==> src/rtl/mm_thread_pe.sv <==
// mm_thread_pe: one processing element of a matrix-multiply array. It owns a
// single output element C[FIX_ROW][FIX_COL]. While idle, it captures the
// matching row of A and column of B from a shared Din bus. On start_mm it
// streams both buffers through a signed multiply-accumulate and holds the dot
// product until it is acknowledged.
//
// Ports:
//   clk, reset           rising-edge clock, asynchronous active-high reset
//   a1, a2, a3           matrix shape: rows of A, inner dimension K, columns of B
//   start_mm             start the dot product (accepted only in IDLE and in range)
//   readA, readB         Din carries an element of A / B at (row, col)
//   row, col, Din        element index and data
//   ack_ticks            result acknowledge, DONE -> IDLE
//   acc                  accumulated result, stable while dp_done
//   dp_done              result valid (state DONE)
//   finished             element is outside the matrix or has its result
//   unused               element is outside the matrix
//   ovf                  sticky overflow, cleared by the next accepted start
module mm_thread_pe #(
    parameter int FIX_ROW = 6,
    parameter int FIX_COL = 8,
    parameter int DW      = 32,
    parameter int AW      = 4,
    parameter int ACC_W   = 32,
    parameter int SAT     = 0
) (
    input  logic              clk,
    input  logic              reset,
    input  logic [AW:0]       a1,
    input  logic [AW:0]       a2,
    input  logic [AW:0]       a3,
    input  logic              start_mm,
    input  logic              readA,
    input  logic              readB,
    input  logic [AW:0]       row,
    input  logic [AW:0]       col,
    input  logic [DW-1:0]     Din,
    input  logic              ack_ticks,
    output logic [ACC_W-1:0]  acc,
    output logic              dp_done,
    output logic              finished,
    output logic              unused,
    output logic              ovf
);

    localparam int Depth = 2 ** AW;
    // Wide enough to hold the exact sum of the accumulator and a full product.
    localparam int SW = ((ACC_W > 2 * DW) ? ACC_W : 2 * DW) + 1;

    localparam logic [AW:0] FixRowW = (AW + 1)'(FIX_ROW);
    localparam logic [AW:0] FixColW = (AW + 1)'(FIX_COL);
    localparam logic [AW:0] KMax    = (AW + 1)'(Depth);

    localparam logic signed [ACC_W-1:0] AccMax = {1'b0, {(ACC_W - 1){1'b1}}};
    localparam logic signed [ACC_W-1:0] AccMin = {1'b1, {(ACC_W - 1){1'b0}}};

    typedef enum logic [1:0] {StIdle, StRun, StDrain, StDone} state_e;

    state_e state_q, state_d;

    logic [DW-1:0]           buf_a [Depth];
    logic [DW-1:0]           buf_b [Depth];
    logic [DW-1:0]           rd_a_q, rd_b_q;
    logic [AW-1:0]           rd_addr_q;
    logic                    rd_valid_q;
    logic signed [ACC_W-1:0] acc_q, acc_d;
    logic                    ovf_q;

    logic                    in_range;
    logic                    start_ok;
    logic                    we_a, we_b;
    logic [AW:0]             k_eff, k_last;
    logic                    last_rd;

    logic signed [2*DW-1:0]  prod;
    logic signed [ACC_W-1:0] prod_t, sum_t;
    logic signed [SW-1:0]    sum_w;
    logic                    sum_fits, prod_fits, sum_ovf;

    assign in_range = (a1 > FixRowW) && (a3 > FixColW);
    assign unused   = ~in_range;
    assign finished = unused | dp_done;
    assign acc      = acc_q;
    assign ovf      = ovf_q;

    assign start_ok = (state_q == StIdle) && start_mm && in_range;

    assign we_a = (state_q == StIdle) && in_range && readA && (row == FixRowW);
    assign we_b = (state_q == StIdle) && in_range && readB && (col == FixColW);

    // Inner dimension beyond the buffer depth is clamped to the depth.
    assign k_eff   = (a2 > KMax) ? KMax : a2;
    assign k_last  = k_eff - 1'b1;
    assign last_rd = (rd_addr_q == k_last[AW-1:0]);

    // Buffers: no reset, contents survive a reset.
    always_ff @(posedge clk) begin
        if (we_a) buf_a[col[AW-1:0]] <= Din;
        if (we_b) buf_b[row[AW-1:0]] <= Din;
        rd_a_q <= buf_a[rd_addr_q];
        rd_b_q <= buf_b[rd_addr_q];
    end

    // State register
    always_ff @(posedge clk or posedge reset) begin
        if (reset) begin
            state_q <= StIdle;
        end else begin
            state_q <= state_d;
        end
    end

    // Next state
    always_comb begin
        state_d = state_q;
        case (state_q)
            StIdle: begin
                if (start_mm && in_range) begin
                    state_d = (a2 == '0) ? StDone : StRun;
                end
            end
            StRun:   if (last_rd) state_d = StDrain;
            StDrain: state_d = StDone;
            StDone:  if (ack_ticks) state_d = StIdle;
            default: state_d = StIdle;
        endcase
    end

    // Outputs
    always_comb begin
        dp_done = (state_q == StDone);
    end

    // Multiply-accumulate. The exact sum is formed wide; the ACC_W result is
    // either its low bits (wrap) or a clamp toward the sign of the exact sum.
    always_comb begin
        prod      = $signed(rd_a_q) * $signed(rd_b_q);
        prod_t    = ACC_W'(prod);
        prod_fits = (SW'(prod_t) == SW'(prod));
        sum_w     = SW'(acc_q) + SW'(prod);
        sum_t     = ACC_W'(sum_w);
        sum_fits  = (SW'(sum_t) == sum_w);
        sum_ovf   = !sum_fits || !prod_fits;
        if (!sum_fits && (SAT != 0)) begin
            acc_d = sum_w[SW-1] ? AccMin : AccMax;
        end else begin
            acc_d = sum_t;
        end
    end

    always_ff @(posedge clk or posedge reset) begin
        if (reset) begin
            rd_addr_q  <= '0;
            rd_valid_q <= 1'b0;
            acc_q      <= '0;
            ovf_q      <= 1'b0;
        end else begin
            // Read data lands one cycle after its address; valid follows it.
            rd_valid_q <= (state_q == StRun);
            if (state_q == StRun) begin
                rd_addr_q <= rd_addr_q + 1'b1;
            end else begin
                rd_addr_q <= '0;
            end
            if (start_ok) begin
                acc_q <= '0;
                ovf_q <= 1'b0;
            end else if (rd_valid_q) begin
                acc_q <= acc_d;
                if (sum_ovf) ovf_q <= 1'b1;
            end
        end
    end

endmodule

==> config.mk <==
export PLATFORM = sky130hd
export DESIGN_NAME = mm_thread_pe
export DESIGN_NICKNAME = d
export VERILOG_FILES = /design/src/rtl/mm_thread_pe.sv
export SDC_FILE = /design/constraint.sdc
export NUM_CORES = 2
export LEC_CHECK = 0
export ABC_CLOCK_PERIOD_IN_PS = 10900
export CAP_MARGIN = 20
export CORE_MARGIN = 2
export CORE_UTILIZATION = 59
export CTS_CLUSTER_SIZE = 14
export DETAILED_ROUTE_END_ITERATION = 6
export PLACE_DENSITY = 0.79
export SYNTH_ARGS = -nofsm -noshare
export SYNTH_HDL_FRONTEND = slang
export SYNTH_SLANG_ARGS = --single-unit
==> constraint.sdc <==
create_clock -name clk -period 10.9 [get_ports clk]
set_input_delay 1.09 -clock clk [delete_from_list [all_inputs] [get_ports clk]]
set_output_delay 1.09 -clock clk [all_outputs]
set_load 0.02 [all_outputs]
== After elaboration in Yosys (flattened, before gate mapping) ==
Memory sizes are Yosys's and may differ from the RTL's. A register that Yosys moved wholly into a read port is not among the register bits.
Index checks and enable logic that the tools add are counted.

* Register bits after elaboration: 40
* RAM bits: 1,024
* Bits of input ports: 63
* Output and inout bits: 36
* Word-level logic and storage cells: 61
* Memories kept: 2

* Add/subtract/negate cells: 3
* Multiply operators: 1
* Order comparisons: 3
* Equality and inequality tests: 11
* Mux-type cells: 16
* Bitwise operators: 2
* Reductions and logical operators: 18

{| class="wikitable"
|+ Memories
! name !! depth !! bits a word !! read ports !! clocked after memory_dff !! write ports !! RTL line !! source
|-
| buf_a || 16 || 32 || 1 || 1 || 1 || 61 || <nowiki>logic [DW-1:0] buf_a [Depth];</nowiki>
|-
| buf_b || 16 || 32 || 1 || 1 || 1 || 62 || <nowiki>logic [DW-1:0] buf_b [Depth];</nowiki>
|}

{| class="wikitable"
|+ Operators by type and width
! operator !! count
|-
| $add 32x64->65 || 1
|-
| $mul 32x32->64 || 1
|-
| $mux 32 || 2
|-
| $eq 1x33->1 || 1
|-
| $eq 1x32->1 || 1
|-
| $logic_and 1x1->1 || 9
|-
| $mux 2 || 4
|-
| $mux 4 || 2
|-
| $pmux 2 s4 || 1
|-
| $mux 1 || 7
|-
| $eq 5x3->1 const B || 1
|-
| $eq 5x4->1 const B || 1
|-
| $gt 5x3->1 const B || 1
|-
| $gt 5x4->1 const B || 1
|-
| $gt 5x5->1 const B || 1
|-
| $logic_not 5->1 || 1
|-
| $add 4x1->4 const B || 1
|-
| $eq 2x2->1 const B || 2
|-
| $eq 4x4->1 || 1
|-
| $ne 2x2->1 const B || 2
|-
| $reduce_bool 2->1 || 2
|-
| $sub 4x1->4 const B || 1
|-
| $reduce_and 3->1 || 1
|-
| $eq 2x1->1 const B || 1
|-
| 7 further kinds || 8
|}

== Logic depth before layout (Yosys ltp) ==
* Depth after elaboration: 8
* Mapped depth: 43
* Gate-level depth less buffers: 39

== Least setup slack after synthesis ==
No wires, ideal clock.

* Path type: register to register
* Start: register rd_a_q[31], read port of buf_a
* End: register ovf_q (netlist: ovf)
* Data arrival time: 10.204 ns
* Required time: 10.768 ns
* Slack: 0.565 ns
* Stages on the path, launching flop included: 38
* Path buffers: 2
* Clock period less this slack: 10.335 ns
* Path through: dfxtp_1 -> clkbuf_1 -> nand2_1 -> inv_1 -> fa_1 -> fa_1 -> inv_1 -> fa_1 -> inv_1 -> fa_1 -> inv_1 -> fa_1 -> fa_1 -> fa_1 -> fa_1 -> inv_1 -> ha_1 -> a21oi_1 -> [... 2 more ...] -> o21ai_0 -> a21oi_2 -> or3_1 -> and2_1 -> ha_1 -> clkbuf_1 -> nand4_1 -> nor4_1 -> nand2_1 -> or3_1 -> o311a_1 -> o21ai_1 -> nand3b_1 -> o2111ai_1 -> a2111oi_2 -> nand4_1 -> nor4_1 -> a31oi_1

* Word-level cells in the longest chain between the ends: 7

{| class="wikitable"
|+ Ends and longest elaborated chain
! what !! RTL line !! source
|-
| from (decl) || 63 || <nowiki>logic [DW-1:0] rd_a_q, rd_b_q;</nowiki>
|-
| $mul 32x32->64 * || 137 || <nowiki>prod = $signed(rd_a_q) * $signed(rd_b_q);</nowiki>
|-
| $add 32x64->65 || 140 || <nowiki>sum_w = SW'(acc_q) + SW'(prod);</nowiki>
|-
| $eq 1x33->1 || 142 || <nowiki>sum_fits = (SW'(sum_t) == sum_w);</nowiki>
|-
| $logic_not 1->1 || - ||
|-
| $logic_or 1x1->1 * || 143 || <nowiki>sum_ovf = !sum_fits || !prod_fits;</nowiki>
|-
| $reduce_bool 2->1 (no line) * || - ||
|-
| $reduce_and 2->1 (no line) * || - ||
|-
| to (signal assigned) || 156 || <nowiki>ovf_q <= 1'b0;</nowiki>
|-
| to (signal assigned) || 167 || <nowiki>ovf_q <= 1'b0;</nowiki>
|-
| to (signal assigned) || 170 || <nowiki>if (sum_ovf) ovf_q <= 1'b1;</nowiki>
|-
| to (decl) || 67 || <nowiki>logic ovf_q;</nowiki>
|}

Mark *: on every way between the ends. The rest lies on a longest branch, timed or not.
A chain may end at the register's enable or synchronous reset.

== Worst setup path in the final report ==
* Start: register rd_a_q[17], read port of buf_a
* End: register ovf_q (netlist: ovf)

The elaborated chain is that of the path after synthesis.

==> impl_metrics.toml <==
[detailed_routing]
dr.pass1.iters = 7
drt_iter0_markers = 7016
drc = 100
routedWlPerCell_um = 28.7
ant_nets = 0
num_vias = 53500
routed_wl_mm = 239
routed_via_density = 6.41

[run_status]
status = "finished with violations"
violations = "DRC, setup timing"

[yosys]
syn_inst = 6206
synth-async-reset-ratio_pct = 3.55
synth_edf_count = 1024
ys_seq_elements = 1128
netlist_area_um2 = 82600
yosys_warnings = 0
avgSynthCellArea_um2 = 13.3
synthFlopType = "edfxtp_1"
synth_nets = 7607
synth_cell_types = 104
ys_seq_area_share_pct = 40.0

[timing]
final_hold_viol_count = 0
slew_headroom_pct = 21.1
fmax_mhz = 91.4
period_needed_ps = 10940
clock_skew_ps = 86.2
tns_ps = -40.8
final.setup.worst_slack_ps = -40.8
period_share_pct = 100
finalSetupViolCount = 1
worst-slew-pin-transition_ps = 1180
drv_slew = 0

[place]
port_buffers = 98
dp_hpwl_mm = 152
gp_congestion = 0.982
dp.cells = 8091
place_area_um2 = 86900

[setup_path]
worstSetupPathType = "reg2reg"
max_stage_delay_ps = 700
crit_slowest_cell = "fa_1"
timing.critical_path.mode_cell = "fa_1"
worst-endpoint-arrival_ps = 11530
cp.required_ps = 11490
start_kind = "register"
end_kind = "register"
worstPathMaxFanout = 32

[finish]
nets = 7771
utilization_pct = 65.9
n_fill_cell = 9433
syn_to_final_growth_pct = 11.0
instances_no_fill = 8345
layout-drive-gt1-share_pct = 15.2
fin_area_um2 = 91700

[floorplan]
row_count = 137
io_pins = 99
initial_core_util_pct = 59.3
die_x_um = 378
die_area_um2 = 143000
core_um2 = 139000
chipHeight_um = 378

[grt]
grt_pass1_wl_mm = 348
antenna_found_initial = 12
grtUsageTotal_pct = 33.1
grt_max_degree = 97
first_global_vias = 56100
grt.overflow.total = 0

[clocking]
cts_sinks = 1128
cts_tree = "done"
cts-root-buf = "clkbuf_16"
htreeDepth = 3
clock_path_buffers = 3
insertion_delay_ps = 800
clk_pin_slew_ps = 60
cts_buffers = 105

[run]
cap_viol_max_count = 0

[worst_hold_path]
min_path_type = "reg2reg"
## area by class of cell
| type | count | area (um2) | share of cell area (%) |
|---|---|---|---|
| multi-input combinational | 3945 | 45900 | 50.1 |
| sequential | 1128 | 33100 | 36.1 |
| timing repair buffer | 391 | 3720 | 4.06 |
| inverter | 799 | 3010 | 3.28 |
| clock buffer | 149 | 2900 | 3.17 |
| tap | 1876 | 2350 | 2.56 |
| clock inverter | 50 | 618 | 0.674 |
| antenna | 7 | 17.5 | 0.0191 |
## cell usage after synthesis, drive strengths merged (29+ instances only)
| cell | count | area share (%) |
|---|---|---|
| and2 | 553 | 4.2 |
| xnor2 | 72 | 0.76 |
| buf | 36 | 0.22 |
| mux2i | 29 | 0.35 |
| nor2 | 155 | 0.70 |
| inv | 799 | 3.6 |
| a21oi | 164 | 1.0 |
| nand2b | 39 | 0.30 |
| xor2 | 48 | 0.52 |
| nand3 | 35 | 0.21 |
| dfxtp | 64 | 1.6 |
| mux4 | 320 | 8.7 |
| ha | 255 | 3.9 |
| fa | 1083 | 26 |
| nor3 | 55 | 0.34 |
| clkbuf | 297 | 1.4 |
| dfrtp | 40 | 1.2 |
| a21o | 45 | 0.41 |
| nand4 | 42 | 0.33 |
| edfxtp | 1024 | 37 |
| o21ai | 98 | 0.60 |
| nand2 | 609 | 2.8 |
## critical path, delay by kind of cell (launching register included)
kind / cells / cell delay, ps
adders and majority gates: 10 / 4820
AOI/OAI and AO/OA: 11 / 2780
and+or+nand+nor: 6 / 1690
buffers and inverters: 4 / 570
DFF: 1 / 400
xor gates and xnor gates: 2 / 320
muxes: 1 / 140
## metal layers
layer	up-vias	global-route usage, %	part of all wire [%]
met2	3790	53.9	48
met5	-	0.446	0.080
li1	21400	-	-
met1	27300	42.5	34
met3	996	7.19	12
met4	15	15.9	6.2
## cell families (layout without fill, tap and decap cells)
| family | Yosys count | in the layout | share of synthesized area [%] |
|---|---|---|---|
| simple gates | 1603 | 1603 | 9.82 |
| fa+ha+maj | 1338 | 1338 | 30.1 |
| buf+inv | 1133 | 1389 | 5.32 |
| flops | 1128 | 1128 | 40.0 |
| compound gates | 534 | 534 | 4.36 |
| mux | 350 | 350 | 9.09 |
| xor+xnor | 120 | 120 | 1.28 |
| other cells | 0 | 7 | 0 |
## layout by cell type (no fill, tap or decap), drive strengths merged, types with 14 or more instances in the layout
| cell | instances |
|---|---|
| fa | 1083 |
| edfxtp | 1024 |
| inv | 800 |
| nand2 | 609 |
| and2 | 553 |
| mux4 | 320 |
| buf | 286 |
| ha | 255 |
| a21oi | 164 |
| clkbuf | 156 |
| nor2 | 155 |
| clkdlybuf4s50 | 98 |
| o21ai | 98 |
| xnor2 | 72 |
| dfxtp | 64 |
| nor3 | 55 |
| xor2 | 48 |
| a21o | 45 |
| nand4 | 42 |
| dfrtp | 40 |
| nand2b | 39 |
| nand3 | 35 |
| clkinv | 35 |
| mux2i | 29 |
| o21a | 28 |
| o211ai | 24 |
| or3 | 23 |
| a211oi | 21 |
| nor4 | 21 |
| a31oi | 18 |
| o2111ai | 15 |
| nor2b | 14 |
| and3 | 14 |
## path summary, 6_finish.rpt
path / startpoint / end / slack [ps] / depth (start not counted)
hold / removal: acc[12] / acc[12] / 560 / 2
hold reg to reg: acc[12] / acc[12] / 560 / 2
min in group asynchronous: reset / state_q[0] / 840 / 3
setup reg to reg: rd_a_q[17] / ovf / -40 / 34
max in group asynchronous: reset / rd_addr_q[2] / 9510 / 3
setup / recovery: rd_a_q[17] / ovf / -40 / 34
## what timing repair did
| action | CTS | global route |
|---|---|---|
| cloned | 0 | 4 |
| gates resized for setup | 28 | 161 |
| hold endpoints to repair | 0 | 0 |
| setup buffers | 2 | 32 |
| hold buffers | 0 | 0 |
| pin swaps | 0 | 34 |
| endpoints found under the setup margin | 1 | 1 |
## state kept, by name, summed over array words and instances (netlist names)
register,flops
acc,32
buf_a,512
buf_b,512
ovf,1
rd_a_q,32
rd_addr_q,4
rd_b_q,32
rd_valid_q,1
state_q,2
## through the flow
step | setup WS, ps | hold slack (ps)
2_1_floorplan | 565 | 567
3_3_place_gp | -185 | 538
3_5_place_dp | -419 | 557
4_1_cts | 7.42 | 571
5_1_grt | -311 | 579
6_report | -40.8 | 561
Power is not shown: default switching activity piles up to over one toggle a cycle in this logic, so the estimate is an artifact.
